==> src/rtl/su_mul8_seq.sv <==
// su_mul8_seq: multi-cycle 8x8 multiplier, signed multiplicand times unsigned
// multiplier. One shared 4x4 signed x unsigned core is reused over four nibble
// partial products, which are summed in a 16-bit accumulator.
//
// Parameters:
//   PIPE_CORE  1 = register the core output before accumulating (2 cycles/step)
//   ZERO_SKIP  1 = a zero operand skips the steps and returns 0 immediately
// Ports:
//   clk, rst             clock, synchronous active-high reset
//   in_valid/in_ready    operand handshake; in_a signed, in_b unsigned (8 bit)
//   out_valid/out_ready  result handshake; out_p signed 16-bit product
//   busy                 high whenever the FSM is not in IDLE

module su_mul4_core (
  input  logic [3:0] s_i,   // signed nibble
  input  logic [3:0] u_i,   // unsigned nibble
  output logic [7:0] p_o    // signed product
);
  logic signed [8:0] s_ext, u_ext, prod;

  always_comb begin
    s_ext = {{5{s_i[3]}}, s_i};
    u_ext = {5'b0, u_i};
    prod  = s_ext * u_ext;
    p_o   = prod[7:0];
  end
endmodule

module su_mul8_seq #(
  parameter bit PIPE_CORE = 1'b0,
  parameter bit ZERO_SKIP = 1'b1
) (
  input  logic        clk,
  input  logic        rst,
  input  logic        in_valid,
  output logic        in_ready,
  input  logic [7:0]  in_a,
  input  logic [7:0]  in_b,
  output logic        out_valid,
  input  logic        out_ready,
  output logic [15:0] out_p,
  output logic        busy
);
  typedef enum logic [1:0] {IDLE, MUL, DONE} state_e;

  state_e      state_q, state_d;
  logic [7:0]  a_q, a_d, b_q, b_d;
  logic [15:0] acc_q, acc_d;
  logic [15:0] p_q, p_d;
  logic [1:0]  step_q, step_d;
  logic        ph_q, ph_d;      // PIPE_CORE phase: 0 = present, 1 = accumulate
  logic [7:0]  core_q, core_d;

  logic [3:0]  core_s, core_u;
  logic [7:0]  core_p, core_src;
  logic [15:0] prod16, term;

  // step0 Al*Bl, step1 Al*Bh, step2 Ah*Bl, step3 Ah*Bh
  assign core_s = step_q[1] ? a_q[7:4] : a_q[3:0];
  assign core_u = step_q[0] ? b_q[7:4] : b_q[3:0];

  su_mul4_core u_core (
    .s_i(core_s),
    .u_i(core_u),
    .p_o(core_p)
  );

  assign core_src = PIPE_CORE ? core_q : core_p;

  always_comb begin
    // The core reads Al as signed; when Al[3] is set the true unsigned value
    // is 16 larger, so add Bn<<4 back for the two Al steps.
    prod16 = {{8{core_src[7]}}, core_src}
           + ((!step_q[1] && a_q[3]) ? {8'b0, core_u, 4'b0} : 16'd0);
    case (step_q)
      2'd0:    term = prod16;
      2'd3:    term = prod16 << 8;
      default: term = prod16 << 4;
    endcase
  end

  always_comb begin
    state_d = state_q;
    a_d     = a_q;
    b_d     = b_q;
    acc_d   = acc_q;
    p_d     = p_q;
    step_d  = step_q;
    ph_d    = ph_q;
    core_d  = core_q;
    case (state_q)
      IDLE: begin
        if (in_valid) begin
          a_d    = in_a;
          b_d    = in_b;
          acc_d  = 16'd0;
          step_d = 2'd0;
          ph_d   = 1'b0;
          if (ZERO_SKIP && (in_a == 8'd0 || in_b == 8'd0)) begin
            state_d = DONE;
            p_d     = 16'd0;
          end else begin
            state_d = MUL;
          end
        end
      end
      MUL: begin
        if (PIPE_CORE && !ph_q) begin
          core_d = core_p;
          ph_d   = 1'b1;
        end else begin
          acc_d  = acc_q + term;
          ph_d   = 1'b0;
          step_d = step_q + 2'd1;
          if (step_q == 2'd3) begin
            state_d = DONE;
            p_d     = acc_q + term;
          end
        end
      end
      DONE: begin
        if (out_ready) state_d = IDLE;
      end
      default: state_d = IDLE;
    endcase
  end

  always_ff @(posedge clk) begin
    if (rst) begin
      state_q <= IDLE;
      a_q     <= 8'd0;
      b_q     <= 8'd0;
      acc_q   <= 16'd0;
      p_q     <= 16'd0;
      step_q  <= 2'd0;
      ph_q    <= 1'b0;
      core_q  <= 8'd0;
    end else begin
      state_q <= state_d;
      a_q     <= a_d;
      b_q     <= b_d;
      acc_q   <= acc_d;
      p_q     <= p_d;
      step_q  <= step_d;
      ph_q    <= ph_d;
      core_q  <= core_d;
    end
  end

  assign in_ready  = (state_q == IDLE);
  assign out_valid = (state_q == DONE);
  assign busy      = (state_q != IDLE);
  assign out_p     = p_q;
endmodule

==> config.mk <==
export PLATFORM = sky130hd
export DESIGN_NAME = su_mul8_seq
export DESIGN_NICKNAME = d
export VERILOG_FILES = /design/src/rtl/su_mul8_seq.sv
export SDC_FILE = /design/constraint.sdc
export NUM_CORES = 1
export LEC_CHECK = 0
export ABC_AREA = 1
export CAP_MARGIN = 20
export CORE_UTILIZATION = 39
export DETAILED_ROUTE_END_ITERATION = 12
export PLACE_DENSITY = 0.67
export SKIP_LAST_GASP = 1
export SYNTH_ARGS = -nofsm -noshare
export SYNTH_HDL_FRONTEND = slang
export SYNTH_HIERARCHICAL = 1
export SYNTH_SLANG_ARGS = --single-unit
==> constraint.sdc <==
create_clock -name clk -period 17.8 [get_ports clk]
set_input_delay 3.56 -clock clk [delete_from_list [all_inputs] [get_ports clk]]
set_output_delay 3.56 -clock clk [all_outputs]
set_load 0.05 [all_outputs]
Yosys cells after proc, flatten, opt, wreduce, memory -nomap -nowiden
Cells that the tools add are included.
{"block": "totals", "reg_bits": 52, "word_cells": 47}
{"block": "classes", "addsub": 3, "multipliers": 1, "eq_ne": 7, "muxes": 17, "reduce_logical": 13}
{"op": "case mux 16 bit (2 select lines)", "n": 3}
{"op": "2-to-1 mux 16 bit", "n": 4}
{"op": "adder 16 bit", "n": 1}
{"op": "logical NOT 8 bit", "n": 2}
{"op": "adder 8 x 9 -> 10 bit", "n": 1}
{"op": "2-to-1 mux 2 bit", "n": 5}
{"op": "multiplier 4 x 5 -> 8 bit", "n": 1}
{"op": "2-to-1 mux 4 bit", "n": 2}
{"op": "2-to-1 mux 8 bit", "n": 1}
{"op": "case mux 2 bit (3 select lines)", "n": 1}
{"op": "equality test 2 bit (second input constant)", "n": 2}
{"op": "logical NOT 2 bit", "n": 2}
{"op": "inequality test 2 x 1 -> 1 bit (second input constant)", "n": 2}
{"op": "inequality test 2 bit (second input constant)", "n": 2}
{"op": "case mux 2 bit (2 select lines)", "n": 1}
{"op": "AND reduction 2 bit", "n": 2}
{"op": "AND reduction 4 bit", "n": 1}
{"op": "nonzero test 2 bit", "n": 2}
{"op": "AND reduction 3 bit", "n": 1}
{"op": "adder 2 x 1 -> 2 bit (second input constant)", "n": 1}
{"op": "equality test 2 x 1 -> 1 bit (second input constant)", "n": 1}
{"op": "logical AND 1 bit", "n": 1}
{"op": "logical NOT 1 bit", "n": 1}
{"op": "logical OR 1 bit", "n": 1}

Depth between registers and ports, before layout
Gate-level depths: netlist of the first run.
{"block": "depth", "depth_word": 8, "depth_mapped": 36, "mapped_depth_nobuf": 36}

Cells and area by module
Netlist of the first run, hierarchy kept.
{"mod": "su_mul8_seq", "instances": 1, "cells_per_inst": 448, "area_each_um2": 3108.0, "seq_area_each_um2": 1041.0}
{"mod": "su_mul4_core", "instances": 1, "cells_per_inst": 81, "area_each_um2": 539.3, "seq_area_each_um2": 0.0}

Worst setup path after synthesis of the first run
Ideal clock, no wire load.
{"block": "synth_timing", "path_type": "register to register", "start": "reg step_q[1]", "end": "reg acc_q[15]", "arrival_time_ns": 5.526, "required_time_ns": 17.668, "path_slack_ns": 12.141, "stages_incl_launch_ff": 30, "path_buffers": 0, "path_cell_list": "dfxtp_1 -> inv_1 -> nand2_1 -> nand2_1 -> inv_2 -> or2_1 -> fa_1 -> fa_1 -> inv_1 -> fa_1 -> ha_1 -> inv_1 -> fa_1 -> inv_1 -> ha_1 -> fa_1 -> a21oi_1 -> o21ai_0 -> xor2_1 -> nand2_1 -> a21oi_1 -> ha_1 -> a21oi_1 -> o21ai_0 -> nand2_1 -> nand2_1 -> a21oi_1 -> nand3_1 -> nand3_1 -> a21oi_1"}
{"element": "from (decl)", "line_no": "50", "rtl": "logic [1:0] step_q, step_d;"}
{"element": "from (signal assigned)", "line_no": "144", "rtl": "step_q <= step_d;"}
{"element": "2-to-1 mux 4 bit", "line_no": "59", "rtl": "assign core_s = step_q[1] ? a_q[7:4] : a_q[3:0];"}
{"element": "named net core_s[3]", "line_no": "54", "rtl": "logic [3:0] core_s, core_u;"}
{"element": "multiplier 4 x 5 -> 8 bit", "line_no": "24", "rtl": "prod = s_ext * u_ext;"}
{"element": "named net core_p[4]", "line_no": "55", "rtl": "logic [7:0] core_p, core_src;"}
{"element": "adder 8 x 9 -> 10 bit", "line_no": "74", "rtl": "+ ((!step_q[1] && a_q[3]) ? {8'b0, core_u, 4'b0} : 16'd0);"}
{"element": "case mux 16 bit (2 select lines)", "line_no": "75", "rtl": "case (step_q)"}
{"element": "adder 16 bit", "line_no": "112", "rtl": "acc_d = acc_q + term;"}
{"element": "case mux 16 bit (2 select lines)", "line_no": "91", "rtl": "case (state_q)"}
{"element": "to (signal assigned)", "line_no": "133", "rtl": "acc_q <= 16'd0;"}
{"element": "to (signal assigned)", "line_no": "142", "rtl": "acc_q <= acc_d;"}
{"element": "to (decl)", "line_no": "48", "rtl": "logic [15:0] acc_q, acc_d;"}
The timed path passes the listed nets, and every way through them passes these cells.
A chain may end at the register's enable or synchronous reset.

Final worst setup path of the first run
Same ends and word-level chain as after synthesis.

==> results of run 1 <==
==> logic make-up after synthesis <==
family	after synthesis	share of synthesized area [%]
XOR/XNOR	5	1.201
buffers and inverters	76	8.508
AND/OR/NAND/NOR	212	24.22
AO/OA/AOI/OAI	139	20.65
flip-flops	52	28.54
adder cells (fa/ha/maj)	45	16.88
==> worst min-delay path by stage <==
stage,cells past startpoint,end
global placement,2,acc_q[0]$_SDFFE_PP0P_
floorplan,2,acc_q[0]$_SDFFE_PP0P_
finish,2,acc_q[0]$_SDFFE_PP0P_
global route,2,acc_q[0]$_SDFFE_PP0P_
CTS,2,acc_q[0]$_SDFFE_PP0P_
detailed placement,2,acc_q[0]$_SDFFE_PP0P_
==> power groups by stage <==
stage | Combinational, uW | Sequential, uW | Clock [uW]
after detailed placement | 424 | 177 | 0
after floorplan | 281 | 215 | 0
final | 428 | 175 | 87.8
after global routing | 480 | 179 | 94.2
after CTS | 429 | 175 | 90.0
after global placement | 421 | 177 | 0
==> cell type report <==
class	instances	share of cell area [%]
inverter	62	5.532
timing repair buffer	38	9.042
multi-input combinational	401	54.58
clock inverter	2	0.9221
tap	108	3.212
clock buffer	6	1.963
sequential	52	24.75
==> routing by layer <==
layer	wire length [um]	GRT usage, %
met4	81	4.133
met2	3736	30.28
met3	381	2.766
met5	0	0
met1	4525	27.48
==> worst register-to-register path: cells and delay by family, from the launching register on <==
kind | cells | cell delay [ns]
and+or+nand+nor | 8 | 1.04
xor gates and xnor gates | 1 | 0.23
DFF | 1 | 0.38
AOI/OAI and AO/OA | 7 | 1.07
buffers and inverters | 5 | 0.40
adders and majority gates | 8 | 3.16
==> registers in the layout (all words and copies together), names as in the netlist <==
signal and flops:
acc_q 16, out_p 16, a_q 8, b_q 8
state_q 2, step_q 2
==> through the flow <==
step           hold slack (ns)  setup WS, ns  total power, uW  util, %  cells
3_5_place_dp            0.4653         11.47            601.1    45.95    661
4_1_cts                 0.4765         11.47            693.2    47.31    669
3_3_place_gp            0.4534         11.55            598.2    45.95    661
6_report                0.4760         11.40            690.5    47.31    669
5_1_grt                 0.4959         11.01            752.7    47.31    669
2_1_floorplan           0.4445         12.14            496.2        -    529
==> synthesized netlist by cell type, types with 5 or more instances <==
cell | instances | area share [%]
o21ai_0 | 36 | 4.9
a21o_1 | 5 | 1.0
dfxtp_1 | 52 | 29
o21ai_1 | 12 | 1.6
nand2_1 | 111 | 11
inv_1 | 57 | 5.9
ha_1 | 38 | 13
fa_1 | 7 | 3.8
nor2_1 | 55 | 5.7
nand3_1 | 26 | 3.6
clkbuf_1 | 9 | 0.93
a21oi_1 | 69 | 9.5
==> flow_metrics.tcl, run 1 <==
set metrics [dict create \
    final_hold_viol_count 0 \
    synthArstFlopShare_pct 0 \
    layout_common_cells "nand2_1 (111), a21oi_1 (69), inv_1 (57)" \
    cpMaxStageDelayCell "fa_1" \
    yosysUniqueCellTypes 35 \
    setup_violations 0 \
    clkLatencyLatePin_ns 0.32 \
    dr.pass1.iters 5 \
    seqCellArea_um2 1041 \
    initial_core_util_pct 41.02 \
    critPathArrivalTime_ns 6.56 \
    p_seq_share_pct 25.3 \
    r2r-end "acc_q[15]$_SDFFE_PP0P_" \
    wl_per_cell_um 13.04 \
    end_kind "register" \
    synth-seq-cells 52 \
    synthesis.area_um2 3647 \
    syn-num-nets 594 \
    timing.setup.tns_ns 0 \
    clkPwrFrac_pct 12.7 \
    cts_buffers 5 \
    cts_tree "done" \
    drtAntennaViolNets 0 \
    power_frac_comb_pct 62.0 \
    status "complete, no violations" \
    maxSlewViolCount 0 \
    period_share_pct 35.94 \
    postCtsResizedCells 0 \
    rows 34 \
    ir_worst_vdd_uv 121.1 \
    worstMarginPinSlew_ns 0.9431 \
    path_max_fanout 7 \
    worstSetupEndpoint "acc_q[15]$_SDFFE_PP0P_" \
    cts_hold_buf 0 \
    rsz0062_at_grt "false" \
    die-area_um2 9743 \
    mostFrequentLayoutCell "nand2_1" \
    diodes 0 \
    p_sw_share_pct 51.05 \
    placed_area_um2 4085 \
    switching_power_uw 352.5 \
    clk_pin_slew_ns 0.09 \
    core_um2 8891 \
    synth_cells 529 \
    rr_startpoint "step_q[1]$_SDFFE_PP0P_" \
    min_path_type "register to register" \
    drtIter0Drc 209 \
    synth-seq-area-share_pct 28.54 \
    gp_congestion 0.9024 \
    finish.instance_area_um2 4207 \
    viasPerCell 5.184 \
    multiInputGateArea_um2 2296 \
    dp_hpwl_um 6738 \
    relSlewSlack_pct 36.90 \
    crit_path_start_kind "register" \
    p_int_uw 338.0 \
    p_per_area_nw_per_um2 164.1 \
    ff2ff_setup_slack_ns 11.40 \
    drc_errors 0 \
    vias 3468 \
    grt_pass1_vias 3216 \
    timing.fmax_mhz 156.3 \
    layout-drive-gt1-share_pct 3.922 \
    ys.flop_type "dfxtp_1" \
    reg2reg_depth 29 \
    grt_pass1_wl_um 15060 \
    nets 625 \
    ios 39 \
    area_growth_pct 15.33 \
    synth_edf_count 0 \
    clkSinkCount 52 \
    cp.depth 29 \
    cp_top_family "adder cells" \
    critPathLaunch "step_q[1]$_SDFFE_PP0P_" \
    fillers 872 \
    ctsLongestPathBuffers 2 \
    path_buf_inv 5 \
    port-buffer-count 38 \
    grt_util_all_layers_pct 19.08 \
    fin_crit_ns 6.397 \
    htreeDepth 2 \
    antenna_found_initial 0 \
    syn_avg_cell_area_um2 6.895 \
    root_buffer "clkbuf_8" \
    wirelength_um 8724 \
    post_cts_buffers 0 \
    grt-ovfl-total 0 \
    cellLeakagePower_uw 0.002020 \
    finalClockSkew_ns 0.01833 \
    yosys_warnings 6 \
    dieHeight_um 98.71 \
    cap_viol_max_count 0 \
    fp.dieW_um 98.71 \
    critPathMaxStageDelay_ns 0.54 \
    min_from "acc_q[0]$_SDFFE_PP0P_" \
    required_ns 17.96 \
    grt_max_degree 34 \
    critical_path_class "register to register" \
]
Power figures use the tool's default switching activity.
==> inputs of run 2 (changes only) <==
==> constraint.sdc (replaced) <==
create_clock -name clk -period 6.45 [get_ports clk]
set_input_delay 1.29 -clock clk [delete_from_list [all_inputs] [get_ports clk]]
set_output_delay 1.29 -clock clk [all_outputs]
set_load 0.05 [all_outputs]
==> run 2 against run 1 <==
Sequential share of layout area is 0.13 points lower; final cell count is 0.45% higher; non-clock buffer count is 3 higher; register-to-register slack worse by 11 ns; utilization is 0.37 points higher; combinational power grew to 2.8 times the previous value; die area stayed put; global-route usage is 0.94 points higher; critical endpoint is now acc_q[13]$_SDFFE_PP0P_; largest power group unchanged; highest routed layer unchanged.
==> flow_metrics.tcl, run 2 (same netlist as run 1, synthesis figures left out) <==
set metrics [dict create \
    cap_viol_max_count 0 \
    layout_common_cells "nand2_1 (109), a21oi_1 (67), inv_1 (56)" \
    cpMaxStageDelayCell "fa_1" \
    wl_per_cell_um 13.44 \
    fin_crit_ns 6.019 \
    ios 39 \
    viasPerCell 5.271 \
    placed_area_um2 4093 \
    setup_ws_ns 0.4315 \
    cts_hold_buf 0 \
    cts_tree "done" \
    timing.fmax_mhz 166.2 \
    setup_violations 0 \
    path_buf_inv 4 \
    wirelength_um 9032 \
    cp_common_cell "nand2_1" \
    grt_pass1_wl_um 15910 \
    drtAntennaViolNets 0 \
    p_per_area_nw_per_um2 454.8 \
    area_growth_pct 16.23 \
    grt-ovfl-total 0 \
    worstMarginPinSlew_ns 0.9936 \
    root_buffer "clkbuf_8" \
    dr.pass1.iters 5 \
    ir_worst_vdd_uv 335.3 \
    antenna_found_initial 0 \
    min_path_type "register to register" \
    dieHeight_um 98.71 \
    period_share_pct 93.31 \
    wl_met2_um 3986 \
    drtIter0Drc 154 \
    finalClockSkew_ns 0.02258 \
    required_ns 6.69 \
    finish.instance_area_um2 4239 \
    timing.setup.tns_ns 0 \
    layout-drive-gt1-share_pct 5.674 \
    wl_met3_um 445 \
    final_hold_viol_count 0 \
    critPathMaxStageDelay_ns 0.54 \
    status "complete, no violations" \
    initial_core_util_pct 41.02 \
    crit_path_start_kind "register" \
    htreeDepth 2 \
    diodes 0 \
    drt-met1-wl_um 4504 \
    critPathArrivalTime_ns 6.26 \
    port-buffer-count 38 \
    top_layer "met4" \
    post-place-ws_ns 0.2168 \
    critical_path_class "register to register" \
    core_um2 8891 \
    rsz0062_at_grt "false" \
    maxSlewViolCount 0 \
    vias 3542 \
    clk_pin_slew_ns 0.12 \
    rows 34 \
    fillers 886 \
    holdWs_ns 0.4690 \
    utilization_pct 47.68 \
    clkSinkCount 52 \
    dp_hpwl_um 6984 \
    cp_top_family "adder cells" \
    mostFrequentLayoutCell "nand2_1" \
    grt_pass1_vias 3404 \
    cellLeakagePower_uw 0.002031 \
    grt_max_degree 34 \
    end_kind "register" \
    cts_buffers 5 \
    clkLatencyLatePin_ns 0.32 \
    nets 628 \
    path_max_fanout 7 \
    drc_errors 0 \
    relSlewSlack_pct 33.52 \
    fp.dieW_um 98.71 \
    grt_util_all_layers_pct 20.02 \
    die-area_um2 9743 \
    ctsLongestPathBuffers 2 \
    gp_congestion 0.8767 \
]
## run 2: cell types whose count changed in the layout (fill, tap and decap cells not counted), sizes merged
cell / before / now
buf: 0 / 3
clkinv: 2 / 1
inv: 61 / 62
## run 2: metrics by stage
stage,total power [uW],cells
2_1_floorplan,1369,529
3_3_place_gp,1654,662
3_5_place_dp,1666,662
4_1_cts,1907,670
5_1_grt,2098,672
6_report,1928,672
## run 2: path summary, 6_finish.rpt
path / cells after the start / endpoint / from / slack, ns
max: 28 / acc_q[13]$_SDFFE_PP0P_ / step_q[0]$_SDFFE_PP0P_ / 0.43
min: 2 / acc_q[0]$_SDFFE_PP0P_ / acc_q[0]$_SDFFE_PP0P_ / 0.47
max reg2reg: 28 / acc_q[13]$_SDFFE_PP0P_ / step_q[0]$_SDFFE_PP0P_ / 0.43
min reg2reg: 2 / acc_q[0]$_SDFFE_PP0P_ / acc_q[0]$_SDFFE_PP0P_ / 0.47
## run 2: repair_timing
action                                 CTS  global route
setup buffers                            0             2
endpoints found under the hold margin    0             0
setup endpoints to repair                0            16
resized for setup                        0            10
## run 2: where the power goes
group | total (uW) | internal (uW) | switching (uW)
logic | 1200 | 398 | 805
clock network | 238 | 118 | 120
registers | 487 | 418 | 68.5
total | 1930 | 934 | 994
## run 2: final cells by class
| class | instances | area, um2 | share of cell area (%) |
|---|---|---|---|
| tap | 108 | 135.1 | 3.188 |
| timing repair buffer | 41 | 402.9 | 9.504 |
| inverter | 62 | 232.7 | 5.490 |
| multi-input combinational | 401 | 2313 | 54.57 |
| sequential | 52 | 1044 | 24.62 |
| clock inverter | 2 | 38.79 | 0.9150 |
| clock buffer | 6 | 72.57 | 1.712 |
## run 2: per-layer routing
metal | vias to the layer above | global-route usage [%]
li1 | 1834 | -
met1 | 1604 | 27.53
met2 | 96 | 32.88
met3 | 8 | 3.121
met4 | 0 | 4.937
met5 | - | 0
## run 2: worst register-to-register path, delay by kind of cell, from the launching register on
| family | cells | cell delay, ns |
|---|---|---|
| compound gates | 7 | 1.11 |
| xor+xnor | 1 | 0.20 |
| fa+ha+maj | 8 | 3.12 |
| buf+inv | 4 | 0.27 |
| flops | 1 | 0.39 |
| simple gates | 8 | 0.83 |
==> inputs of run 3 (changes only) <==
==> constraint.sdc (replaced) <==
create_clock -name clk -period 7.75 [get_ports clk]
set_input_delay 1.55 -clock clk [delete_from_list [all_inputs] [get_ports clk]]
set_output_delay 1.55 -clock clk [all_outputs]
set_load 0.05 [all_outputs]
==> run 3 against run 2 <==
Register-to-register slack gained 0.91 ns; non-clock buffer count fell by 3; global-route usage shrank 1.0 points; largest cell class unchanged; power fell by 18%; critical path depth is 1 lower; sequential power shrank 18%.
==> flow_metrics.tcl, run 3 (same netlist as run 1, synthesis figures left out) <==
set metrics [dict create \
    fin_crit_ns 6.413 \
    clk_pin_slew_ns 0.10 \
    path_max_fanout 7 \
    setup_violations 0 \
    wl_per_cell_um 13.12 \
    grt_pass1_vias 3237 \
    top_usage_layer "met2" \
    clkLatencyLatePin_ns 0.31 \
    crit_path_start_kind "register" \
    use_met3_pct 2.411 \
    utilization_pct 47.31 \
    initial_core_util_pct 41.02 \
    critPathMaxStageDelay_ns 0.54 \
    drc_errors 0 \
    reg2reg_depth 27 \
    cts_buffers 5 \
    post_cts_buffers 0 \
    end_kind "register" \
    cp_common_cell "fa_1" \
    min_delay_path_depth 2 \
    ir_worst_vdd_uv 275.1 \
    p_per_area_nw_per_um2 376.9 \
    timing.fmax_mhz 155.9 \
    rsz0062_at_grt "false" \
    grt_util_all_layers_pct 19.00 \
    placed_area_um2 4085 \
    cap_viol_max_count 0 \
    fp.dieW_um 98.71 \
    cts_hold_buf 0 \
    grt_pass1_wl_um 15040 \
    antenna_found_initial 0 \
    critPathArrivalTime_ns 6.57 \
    maxSlewViolCount 0 \
    required_ns 7.91 \
    ff2ff_setup_slack_ns 1.34 \
    die-area_um2 9743 \
    cpMaxStageDelayCell "fa_1" \
    wirelength_um 8774 \
    layout_common_cells "nand2_1 (111), a21oi_1 (69), inv_1 (57)" \
    dp_cells 661 \
    dr.pass1.iters 6 \
    critical_path_class "register to register" \
    min_path_type "register to register" \
    layout-drive-gt1-share_pct 3.922 \
    gp_congestion 0.9024 \
    finish.instance_area_um2 4207 \
    holdWs_ns 0.4736 \
    relSlewSlack_pct 35.17 \
    finalClockSkew_ns 0.01548 \
    drtIter0Drc 187 \
    port-buffer-count 38 \
    dp_hpwl_um 6807 \
    grt_max_degree 34 \
    area_growth_pct 15.33 \
    dieHeight_um 98.71 \
    cts_tree "done" \
    grtUsageMet1_pct 27.95 \
    nets 625 \
    cellLeakagePower_uw 0.002020 \
    diodes 0 \
    core_um2 8891 \
    vias 3513 \
    drtAntennaViolNets 0 \
    status "complete, no violations" \
    final_hold_viol_count 0 \
    postCtsResizedCells 0 \
    use_met2_pct 29.04 \
    mostFrequentLayoutCell "nand2_1" \
    final_cells 669 \
    period_share_pct 82.75 \
    ios 39 \
    htreeDepth 2 \
    root_buffer "clkbuf_8" \
    clkSinkCount 52 \
    rows 34 \
    viasPerCell 5.251 \
    worstMarginPinSlew_ns 0.9714 \
    grt-ovfl-total 0 \
    fillers 877 \
    ctsLongestPathBuffers 2 \
    timing.setup.tns_ns 0 \
]
-- run 3: cell count changes in the layout (fill, tap and decap cells not counted), moves of 2 or more --
cell	previous run	this run
buf_4	3	0
a21oi_1	67	69
a21oi_2	2	0
dfxtp_1	50	52
dfxtp_2	2	0
nand2_1	109	111
nand2_2	2	0
o21ai_0	34	36
o21ai_1	14	12
-- run 3: worst max-delay path: cells and delay by family, from the launching register on --
kind                     cells  cell delay [ns]
adder cells (fa/ha/maj)      8             3.13
buffers and inverters        5             0.39
AND/OR/NAND/NOR              6             0.96
AO/OA/AOI/OAI                7             1.18
flip-flops                   1             0.37
XOR/XNOR                     1             0.21
-- run 3: cell type report --
| cell class | count | area (um2) | share of cell area (%) |
|---|---|---|---|
| inverters | 62 | 232.7 | 5.532 |
| clock buffers | 6 | 82.58 | 1.963 |
| clock inverters | 2 | 38.79 | 0.9221 |
| repair buffers | 38 | 380.4 | 9.042 |
| multi-input cells | 401 | 2296 | 54.58 |
| well taps | 108 | 135.1 | 3.212 |
| flip-flops and latches | 52 | 1041 | 24.75 |
-- run 3: worst paths after layout --
kind                     startpoint                     to
max          step_q[1]$_SDFFE_PP0P_  acc_q[9]$_SDFFE_PP0P_
min           acc_q[0]$_SDFFE_PP0P_  acc_q[0]$_SDFFE_PP0P_
max reg2reg  step_q[1]$_SDFFE_PP0P_  acc_q[9]$_SDFFE_PP0P_
min reg2reg   acc_q[0]$_SDFFE_PP0P_  acc_q[0]$_SDFFE_PP0P_
-- run 3: where the power goes --
| group | internal (uW) | switching (uW) |
|---|---|---|
| logic | 323 | 663 |
| registers | 347 | 53.2 |
| clock network | 106 | 93.8 |
| total | 776 | 810 |
-- run 3: stage by stage --
step / setup WS (ns) / power, uW
2_1_floorplan: 2.091 / 1140
3_3_place_gp: 1.503 / 1374
3_5_place_dp: 1.403 / 1382
4_1_cts: 1.405 / 1588
5_1_grt: 0.9304 / 1727
6_report: 1.337 / 1586
-- run 3: layer usage --
layer / up-vias / routed length (um) / share of wire [%]
met4: 0 / 138 / 1.6
met1: 1565 / 4535 / 52
li1: 1839 / - / -
met3: 10 / 433 / 4.9
met5: - / 0 / 0
met2: 99 / 3666 / 42
